File: config.mk
export PLATFORM = sky130hd
export DESIGN_NAME = countdown_timer
export DESIGN_NICKNAME = d
export VERILOG_FILES = /design/src/rtl/countdown_timer.sv
export SDC_FILE = /design/constraint.sdc
export NUM_CORES = 1
export LEC_CHECK = 0
export CAP_MARGIN = 20
export CORE_MARGIN = 5
export CORE_UTILIZATION = 47
export CTS_CLUSTER_SIZE = 8
export DETAILED_ROUTE_END_ITERATION = 10
export DONT_BUFFER_PORTS = 1
export SLEW_MARGIN = 15
export SYNTH_ARGS = -nofsm -noshare
export SYNTH_HDL_FRONTEND = slang
export SYNTH_SLANG_ARGS = --single-unit
File: constraint.sdc
create_clock -name clock -period 32.6 [get_ports clock]
set_input_delay 6.52 -clock clock [delete_from_list [all_inputs] [get_ports clock]]
set_output_delay 6.52 -clock clock [all_outputs]
set_load 0.1 [all_outputs]
File: src/rtl/countdown_timer.sv
// Bomb countdown timer: counts seconds down from START_SECONDS, applies strike
// penalties, freezes on defuse and pulses time_expired once when time runs out.
module countdown_timer #(
    parameter int unsigned CLK_HZ          = 27000000,
    parameter int unsigned START_SECONDS   = 300,
    parameter int unsigned PENALTY_SECONDS = 15,
    parameter int unsigned WARN_SECONDS    = 30
) (
    input  logic       clock,
    input  logic       reset,
    input  logic       begin_timer,
    input  logic       stop_timer,
    input  logic       strike,
    output logic       time_expired,
    output logic       running,
    output logic       warning,
    output logic       sec_tick,
    output logic [9:0] seconds_left,
    output logic [3:0] min_ones,
    output logic [3:0] sec_tens,
    output logic [3:0] sec_ones,
    output logic [1:0] state
);

    localparam int unsigned SW = 10;
    localparam int unsigned PW = (CLK_HZ > 1) ? $clog2(CLK_HZ) : 1;
    localparam logic [PW-1:0] PRESC_MAX = PW'(CLK_HZ - 1);

    localparam logic [1:0] S_IDLE     = 2'b00;
    localparam logic [1:0] S_COUNTING = 2'b01;
    localparam logic [1:0] S_FROZEN   = 2'b10;
    localparam logic [1:0] S_EXPIRED  = 2'b11;

    logic [1:0]    state_q, state_d;
    logic [SW-1:0] secs_q, secs_d;
    logic [PW-1:0] presc_q, presc_d;
    logic          expired_q, expired_d;
    logic          running_q, running_d;
    logic          warning_q, warning_d;
    logic          tick_q, tick_d;
    logic [3:0]    min_q, tens_q, ones_q;

    logic          tick_c;
    logic [SW-1:0] dec_c;
    logic [SW-1:0] rem_c;
    logic [3:0]    min_c, tens_c, ones_c;

    // Next-state: restart wins, then defuse, then combined tick/strike decrement
    always_comb begin
        state_d   = state_q;
        secs_d    = secs_q;
        presc_d   = presc_q;
        expired_d = 1'b0;
        tick_d    = 1'b0;
        dec_c     = '0;
        tick_c    = (state_q == S_COUNTING) && (presc_q == PRESC_MAX);

        if (begin_timer) begin
            state_d = S_COUNTING;
            secs_d  = SW'(START_SECONDS);
            presc_d = '0;
        end else if (state_q == S_COUNTING) begin
            if (stop_timer) begin
                // Defuse wins ties: the pending tick and strike are dropped
                state_d = S_FROZEN;
            end else begin
                presc_d = tick_c ? '0 : presc_q + PW'(1);
                tick_d  = tick_c;
                dec_c   = (tick_c ? SW'(1) : SW'(0))
                        + (strike ? SW'(PENALTY_SECONDS) : SW'(0));
                if (dec_c != '0) begin
                    if (secs_q <= dec_c) begin
                        secs_d    = '0;
                        expired_d = 1'b1;
                        state_d   = S_EXPIRED;
                    end else begin
                        secs_d = secs_q - dec_c;
                    end
                end
            end
        end

        running_d = (state_d == S_COUNTING);
        warning_d = running_d && (secs_d != '0) && (secs_d <= SW'(WARN_SECONDS));
    end

    // Binary to M:SS digits by repeated compare/subtract (max 599 -> 9:59)
    always_comb begin
        rem_c  = secs_q;
        min_c  = '0;
        tens_c = '0;
        for (int i = 0; i < 9; i++) begin
            if (rem_c >= SW'(60)) begin
                rem_c = rem_c - SW'(60);
                min_c = min_c + 4'd1;
            end
        end
        for (int i = 0; i < 5; i++) begin
            if (rem_c >= SW'(10)) begin
                rem_c  = rem_c - SW'(10);
                tens_c = tens_c + 4'd1;
            end
        end
        ones_c = rem_c[3:0];
    end

    // State, counters and registered status outputs
    always_ff @(posedge clock) begin
        if (reset) begin
            state_q   <= S_IDLE;
            secs_q    <= '0;
            presc_q   <= '0;
            expired_q <= 1'b0;
            running_q <= 1'b0;
            warning_q <= 1'b0;
            tick_q    <= 1'b0;
            min_q     <= '0;
            tens_q    <= '0;
            ones_q    <= '0;
        end else begin
            state_q   <= state_d;
            secs_q    <= secs_d;
            presc_q   <= presc_d;
            expired_q <= expired_d;
            running_q <= running_d;
            warning_q <= warning_d;
            tick_q    <= tick_d;
            min_q     <= min_c;
            tens_q    <= tens_c;
            ones_q    <= ones_c;
        end
    end

    assign state        = state_q;
    assign seconds_left = secs_q;
    assign time_expired = expired_q;
    assign running      = running_q;
    assign warning      = warning_q;
    assign sec_tick     = tick_q;
    assign min_ones     = min_q;
    assign sec_tens     = tens_q;
    assign sec_ones     = ones_q;

endmodule

==> impl_metrics.yaml <==
status:
  run_status: "completed"
die:
  core-area_um2: 17900
  die_h_um: 144.5
  rows: 49
  start_util_pct: 47.50
  ios: 33
  die_x_um: 144.5
  dieArea_um2: 20880
routing:
  wire_per_inst_um: 16.53
  drtAntennaViolNets: 0
  vias_per_cell: 6.195
  drtPass1Iterations: 5
  drc: 0
  first_iter_violations: 621
  wirelength_um: 21900
  vias: 8209
layout:
  layoutNonFillerInstCount: 1325
  syn2layout_area_growth_pct: 2.825
  layout.nets: 1140
  multi_input_area_um2: 7023
  nFillCells: 1826
  drive_gt1_share_pct: 11.13
  final_cell_area_um2: 8743
  diodes: 0
  seq_area_um2: 1064
logic_synthesis:
  yosys_warnings: 0
  avgSynthCellArea_um2: 7.532
  synth.yosys.seq_area_share_pct: 12.48
  async_flop_share_pct: 0
  ys_seq_elements: 53
  ys_types: 123
  synth_fa_ha_area_share_pct: 5.974
  syn_nets: 1174
  syn-instance-count: 1129
  synth_ff_type: "dfxtp_1"
  synth_edf_count: 0
  synth-simple-area-share_pct: 28.16
  synth_compound_area_share_pct: 32.05
  synthMuxAreaShare_pct: 6.077
  netlist_area_um2: 8503
  synth_top_family_by_area: "compound AO/OA/AOI/OAI gates"
  synthXorXnorAreaFrac_pct: 10.33
timing:
  fin_crit_ns: 19.87
  rsz0062_at_grt: "no"
  min_period_over_period_pct: 60.94
  setup_slack_ns: 12.73
  fmax_ghz: 0.05034
  worstMarginPinSlew_ns: 1.040
  slew_viol_final: 0
  slew_headroom_pct: 30.58
  report.final.hold_viol_count: 0
  fin_tns_setup_ns: 0
  finalSetupViolCount: 0
  skew_ns: 0.007806
clock_tree:
  cts_setup_buffers: 0
  cts_hold_buf: 0
  cts_tree: "yes"
  cts_resized: 0
  root_buffer: "clkbuf_16"
  clk_pin_slew_ns: 0.07
  clk_latency_ns: 0.29
  cts.sinks: 53
  htree_levels: 2
  clockBufferDepth: 2
  cts_made_buffers: 5
placement:
  placed_area_um2: 8592
  portBuffers: 0
  place_inst: 1317
  dp_hpwl_um: 17270
  dp_slack_ns: 12.86
  place_congestion: 0.9134
critical_path:
  slowest_delay_ns: 0.76
  cp_common_cell: "ha_1"
  worstPathMaxFanout: 22
  path_class: "reg -> reg"
  ff2ff_setup_slack_ns: 12.73
  rr_endpoint: "sec_tens[2]"
  crit_path_start_kind: "flip-flop"
  required_ns: 32.83
  worstPathArrival_ns: 20.10
  cpMaxStageDelayCell: "nor4_4"
  r2r_start: "seconds_left[6]"
  end_kind: "flip-flop"
  crit_start: "seconds_left[6]"
  reg2regPathDepth: 73
global_route:
  antenna_found_initial: 0
  globalRouteOverflowTotal: 0
  grt_pass1_vias: 7322
  grt_pass1_wl_um: 36280
  grtUsageTotal_pct: 20.34
  grt_max_degree: 24
min_path:
  holdPathEnd: "presc_q[1]"
  holdPathStages: 2
  hold_class: "reg -> reg"
  worstHoldStart: "presc_q[1]"
flow_run:
  max_cap_viol_count: 0
placed cells by master, fill, tap and decap left out, drive strengths merged, types with 23 or more instances in the layout:
cell / instances
nor2: 107
nand2: 99
o21ai: 75
a21oi: 68
xnor2: 65
dfxtp: 53
nor3: 49
ha: 39
nand3: 39
inv: 37
xor2: 31
nor2b: 26
mux2i: 23
mux2: 23
routing by layer:
| metal | part of all wire (%) | global-route usage, % |
|---|---|---|
| met1 | 49 | 29.85 |
| met2 | 46 | 33.41 |
| met3 | 3.5 | 1.356 |
| met4 | 1.2 | 3.093 |
| met5 | 0 | 0 |
worst max path at each step:
stage | endpoint | slack [ns] | cells after the start
after floorplan | sec_tens[2] | 14.45 | 85
after global placement | sec_tens[2] | 13.45 | 73
after detailed placement | sec_tens[2] | 12.86 | 73
after CTS | sec_tens[2] | 12.80 | 73
after global routing | sec_tens[2] | 10.98 | 73
final | sec_tens[2] | 12.73 | 73
cells in the mapped netlist, drive strengths merged, types with 5 or more instances:
library cell	count	share of area, %
xor2	31	3.3
xnor2	65	6.8
mux2	23	3.1
o21a	12	1.2
a21o	15	1.3
o31a	6	0.62
o22ai	10	0.88
o31ai	9	1.2
nor2b	26	1.9
a211oi	18	1.8
dfxtp	53	12
o22a	7	0.72
nor3	49	3.1
and4	6	0.62
inv	36	1.6
buf	31	2.3
ha	39	5.7
nand2b	9	0.66
nand4	18	1.3
a311oi	6	1.0
mux2i	23	2.9
and2	21	1.5
a21oi	68	4.3
or2	11	0.81
o32ai	5	0.51
a211o	11	1.1
and3	14	1.0
o2111ai	5	0.51
o211ai	14	1.6
nor4	16	1.4
o221ai	5	0.59
o21ai	75	4.5
or4	5	0.49
clkbuf	20	0.93
a22oi	8	0.93
nand2	99	4.5
nor2	107	4.9
a2111oi	6	1.3
a31oi	21	1.9
nand3	39	2.4
a31o	6	0.62
or3	15	1.2
stage by stage:
step,hold slack (ns),util [%]
after floorplan,0.4492,-
after global placement,0.4607,47.99
after detailed placement,0.4695,47.99
after CTS,0.4775,48.84
after global routing,0.5059,48.84
final,0.4790,48.84
flip-flops by register name, indices dropped and copies added, names as in the netlist:
register      count
running           1
sec_tens          4
time_expired      1
state             2
presc_q          25
seconds_left     10
sec_tick          1
warning           1
sec_ones          4
min_ones          4
area by class of cell:
cell class	count	area share (%)
tap	229	3.277
inverter	37	1.646
timing repair buffer	10	0.8586
clock buffer	5	1.431
clock inverter	3	0.3005
multi-input combinational	988	80.32
sequential	53	12.16
worst max-delay path, delay by kind of cell, from the launching register on:
family                   cells  cell delay (ns)
flip-flops                   1             0.59
multiplexers                 6             2.24
buffers and inverters       10             1.29
adder cells (fa/ha/maj)     13             3.64
XOR/XNOR                     5             1.23
AO/OA/AOI/OAI               18             5.59
AND/OR/NAND/NOR             21             5.18
cell families (layout without fill, tap and decap cells):
| group | after synthesis | in the layout |
|---|---|---|
| XOR/XNOR | 97 | 97 |
| multiplexers | 46 | 46 |
| flip-flops | 53 | 53 |
| AND/OR/NAND/NOR | 455 | 455 |
| buffers and inverters | 88 | 55 |
| adder cells (fa/ha/maj) | 40 | 40 |
| AO/OA/AOI/OAI | 350 | 350 |
Power is left out: the tool's default activity adds up to more than one toggle a clock period on the data nets, which glitch-free logic cannot reach.
==> edit, RTL diff (same settings) <==
The output `warning` loses its register stage (`warning_q` becomes a continuous assignment).
--- a/src/rtl/countdown_timer.sv
+++ b/src/rtl/countdown_timer.sv
@@ -113,5 +113,4 @@
             expired_q <= 1'b0;
             running_q <= 1'b0;
-            warning_q <= 1'b0;
             tick_q    <= 1'b0;
             min_q     <= '0;
@@ -124,5 +123,4 @@
             expired_q <= expired_d;
             running_q <= running_d;
-            warning_q <= warning_d;
             tick_q    <= tick_d;
             min_q     <= min_c;
@@ -131,4 +129,6 @@
         end
     end
+
+    assign warning_q = warning_d;
 
     assign state        = state_q;
Function: no difference found for any inputs over 10 cycles, from zero or initial values and one cycle with reset high; that may be too few to reach the edited logic, so the function may still have changed.
==> edit against the original RTL <==
Critical path depth stayed put; routed wire length up 4.1%; setup slack better by 0.45 ns; die area shrank 0.55%; cell area increased by 0.69%; sequential cell count shrank 1; synthesized area shrank 0.59%; cell count rose by 2.2%; critical path type unchanged; fmax up 2.3%.
Power is left out: the tool's default activity adds up to more than one toggle a clock period on the data nets, which glitch-free logic cannot reach.
==> edit: results (changes against the original RTL) <==
----------------------------------------------------
[Synthesis]
  Most numerous cell types in the synthesized netlist ... sky130_fd_sc_hd__nor2_1, sky130_fd_sc_hd__nand2_1, sky130_fd_sc_hd__xnor2_1, sky130_fd_sc_hd__dfxtp_1, sky130_fd_sc_hd__a21oi_1 (was sky130_fd_sc_hd__nor2_1, sky130_fd_sc_hd__nand2_1, sky130_fd_sc_hd__xnor2_1, sky130_fd_sc_hd__o21ai_0, sky130_fd_sc_hd__a21oi_1)
  Sequential-to-total area share from yosys stat ... 12.31% (was 12.48%)
  Net count after synthesis ... 1193 (was 1174)
  Number of distinct library cells after synthesis ... 118 (was 123)
  Largest cells by area after synthesis ... sky130_fd_sc_hd__dfxtp_1, sky130_fd_sc_hd__xnor2_1, sky130_fd_sc_hd__ha_1, sky130_fd_sc_hd__nor2_1, sky130_fd_sc_hd__nand2_1 (unchanged)

[Route]
  Average vias per placed instance ... 6.380 (was 6.195)
  Count of routing violations after the opening detailed-route iteration ... 643 (was 621)
  Final routed wirelength across all metal layers ... 22790 um (was 21900 um)

[Setup path]
  Cell depth of the worst flop-to-flop path ... 73 (unchanged)
  Critical Path Max Stage Delay ... 0.61 ns (was 0.76 ns)
  Worst flop-to-flop path startpoint ... seconds_left[3] (was seconds_left[6])
  CP max FO ... 16 (was 22)
  Arrival time of the worst setup path ... 19.60 ns (was 20.10 ns)
  Worst-case register-to-register setup slack ... 13.18 ns (was 12.73 ns)

[Global route]
  Via count of the first global-routing pass ... 7831 (was 7322)
  Global-route wire length before repair ... 38080 um (was 36280 um)
  Largest net degree at the start of global routing ... 25 (was 24)
  GRT Total Usage ... 21.27% (was 20.34%)

[Placement]
  Half-perimeter wire length after detailed placement ... 17990 um (was 17270 um)
  GP Congestion ... 0.8963 (was 0.9134)

[Finish]
  Share of layout cells above drive strength 1 ... 10.76% (was 11.13%)
  Fill cell count ... 1820 (was 1826)
  Register with the most flip-flops ... presc_q (unchanged)

[Timing]
  Clock Skews ... 0.006216 ns (was 0.007806 ns)
  Worst rel slew slack ... 29.07% (was 30.58%)

[Run status]
  Outcome ... finished clean (unchanged)

[Worst hold path]
  Worst hold endpoint ... presc_q[15] (was presc_q[1])

[CTS]
  Level count of the clock H-tree ... 2 (unchanged)

----------------------------------------------------
==> edit: cell count changes after synthesis, sizes merged, moves of 8 or more <==
| cell | unedited run | this run |
|---|---|---|
| nor2b | 26 | 15 |
| nand2 | 99 | 107 |
| a21oi | 68 | 50 |
| nand3 | 39 | 47 |
| nor2 | 107 | 118 |
| and2 | 21 | 10 |
| buf | 31 | 22 |
| and3 | 14 | 23 |
| xor2 | 31 | 21 |
| o21ai | 75 | 59 |
==> edit: through the flow <==
| stage | hold WS (ns) | instance area [sq um] | setup WS, ns | instances | util [%] |
|---|---|---|---|---|---|
| 2_1_floorplan | 0.4722 | 8453 | 14.44 | 1148 | - |
| 3_3_place_gp | 0.4900 | 8656 | 13.92 | 1346 | 48.52 |
| 3_5_place_dp | 0.4981 | 8656 | 13.38 | 1346 | 48.52 |
| 4_1_cts | 0.5199 | 8803 | 13.29 | 1354 | 49.34 |
| 5_1_grt | 0.5467 | 8803 | 11.49 | 1354 | 49.34 |
| 6_report | 0.5155 | 8803 | 13.18 | 1354 | 49.34 |
==> edit: metal layers <==
layer	vias up	GRT usage, %	part of all wire, %
li1	4359	-	-
met1	4055	31.09	49
met2	200	34.79	46
met3	25	1.290	3.4
met4	0	3.964	0.96
met5	-	0	0
==> edit: kinds of logic (layout without fill, tap and decap cells) <==
logic type | Yosys count | in the layout | synth area share (%)
AND/OR/NAND/NOR | 492 | 492 | 30.43
AO/OA/AOI/OAI | 365 | 365 | 33.47
XOR/XNOR | 86 | 86 | 9.088
buffers and inverters | 75 | 52 | 3.848
flip-flops | 52 | 52 | 12.31
adder cells (fa/ha/maj) | 41 | 41 | 6.128
multiplexers | 37 | 37 | 4.722
==> edit: cell type report <==
| cell class | count | share of cell area [%] |
|---|---|---|
| multi-input combinational | 1021 | 80.57 |
| sequential | 52 | 11.84 |
| tap | 229 | 3.255 |
| clock buffer | 5 | 1.421 |
| timing repair buffer | 13 | 1.336 |
| inverter | 31 | 1.322 |
| clock inverter | 3 | 0.2558 |
==> edit: how the worst max path moves through the flow <==
stage / start / end / slack (ns) / cells past startpoint
detailed placement: seconds_left[3] / sec_tens[2] / 13.38 / 75
finish: seconds_left[3] / sec_tens[2] / 13.18 / 73
floorplan: strike / warning / 14.44 / 15
global route: seconds_left[3] / sec_tens[2] / 11.49 / 75
global placement: seconds_left[3] / sec_tens[2] / 13.92 / 74
CTS: seconds_left[3] / sec_tens[2] / 13.29 / 75
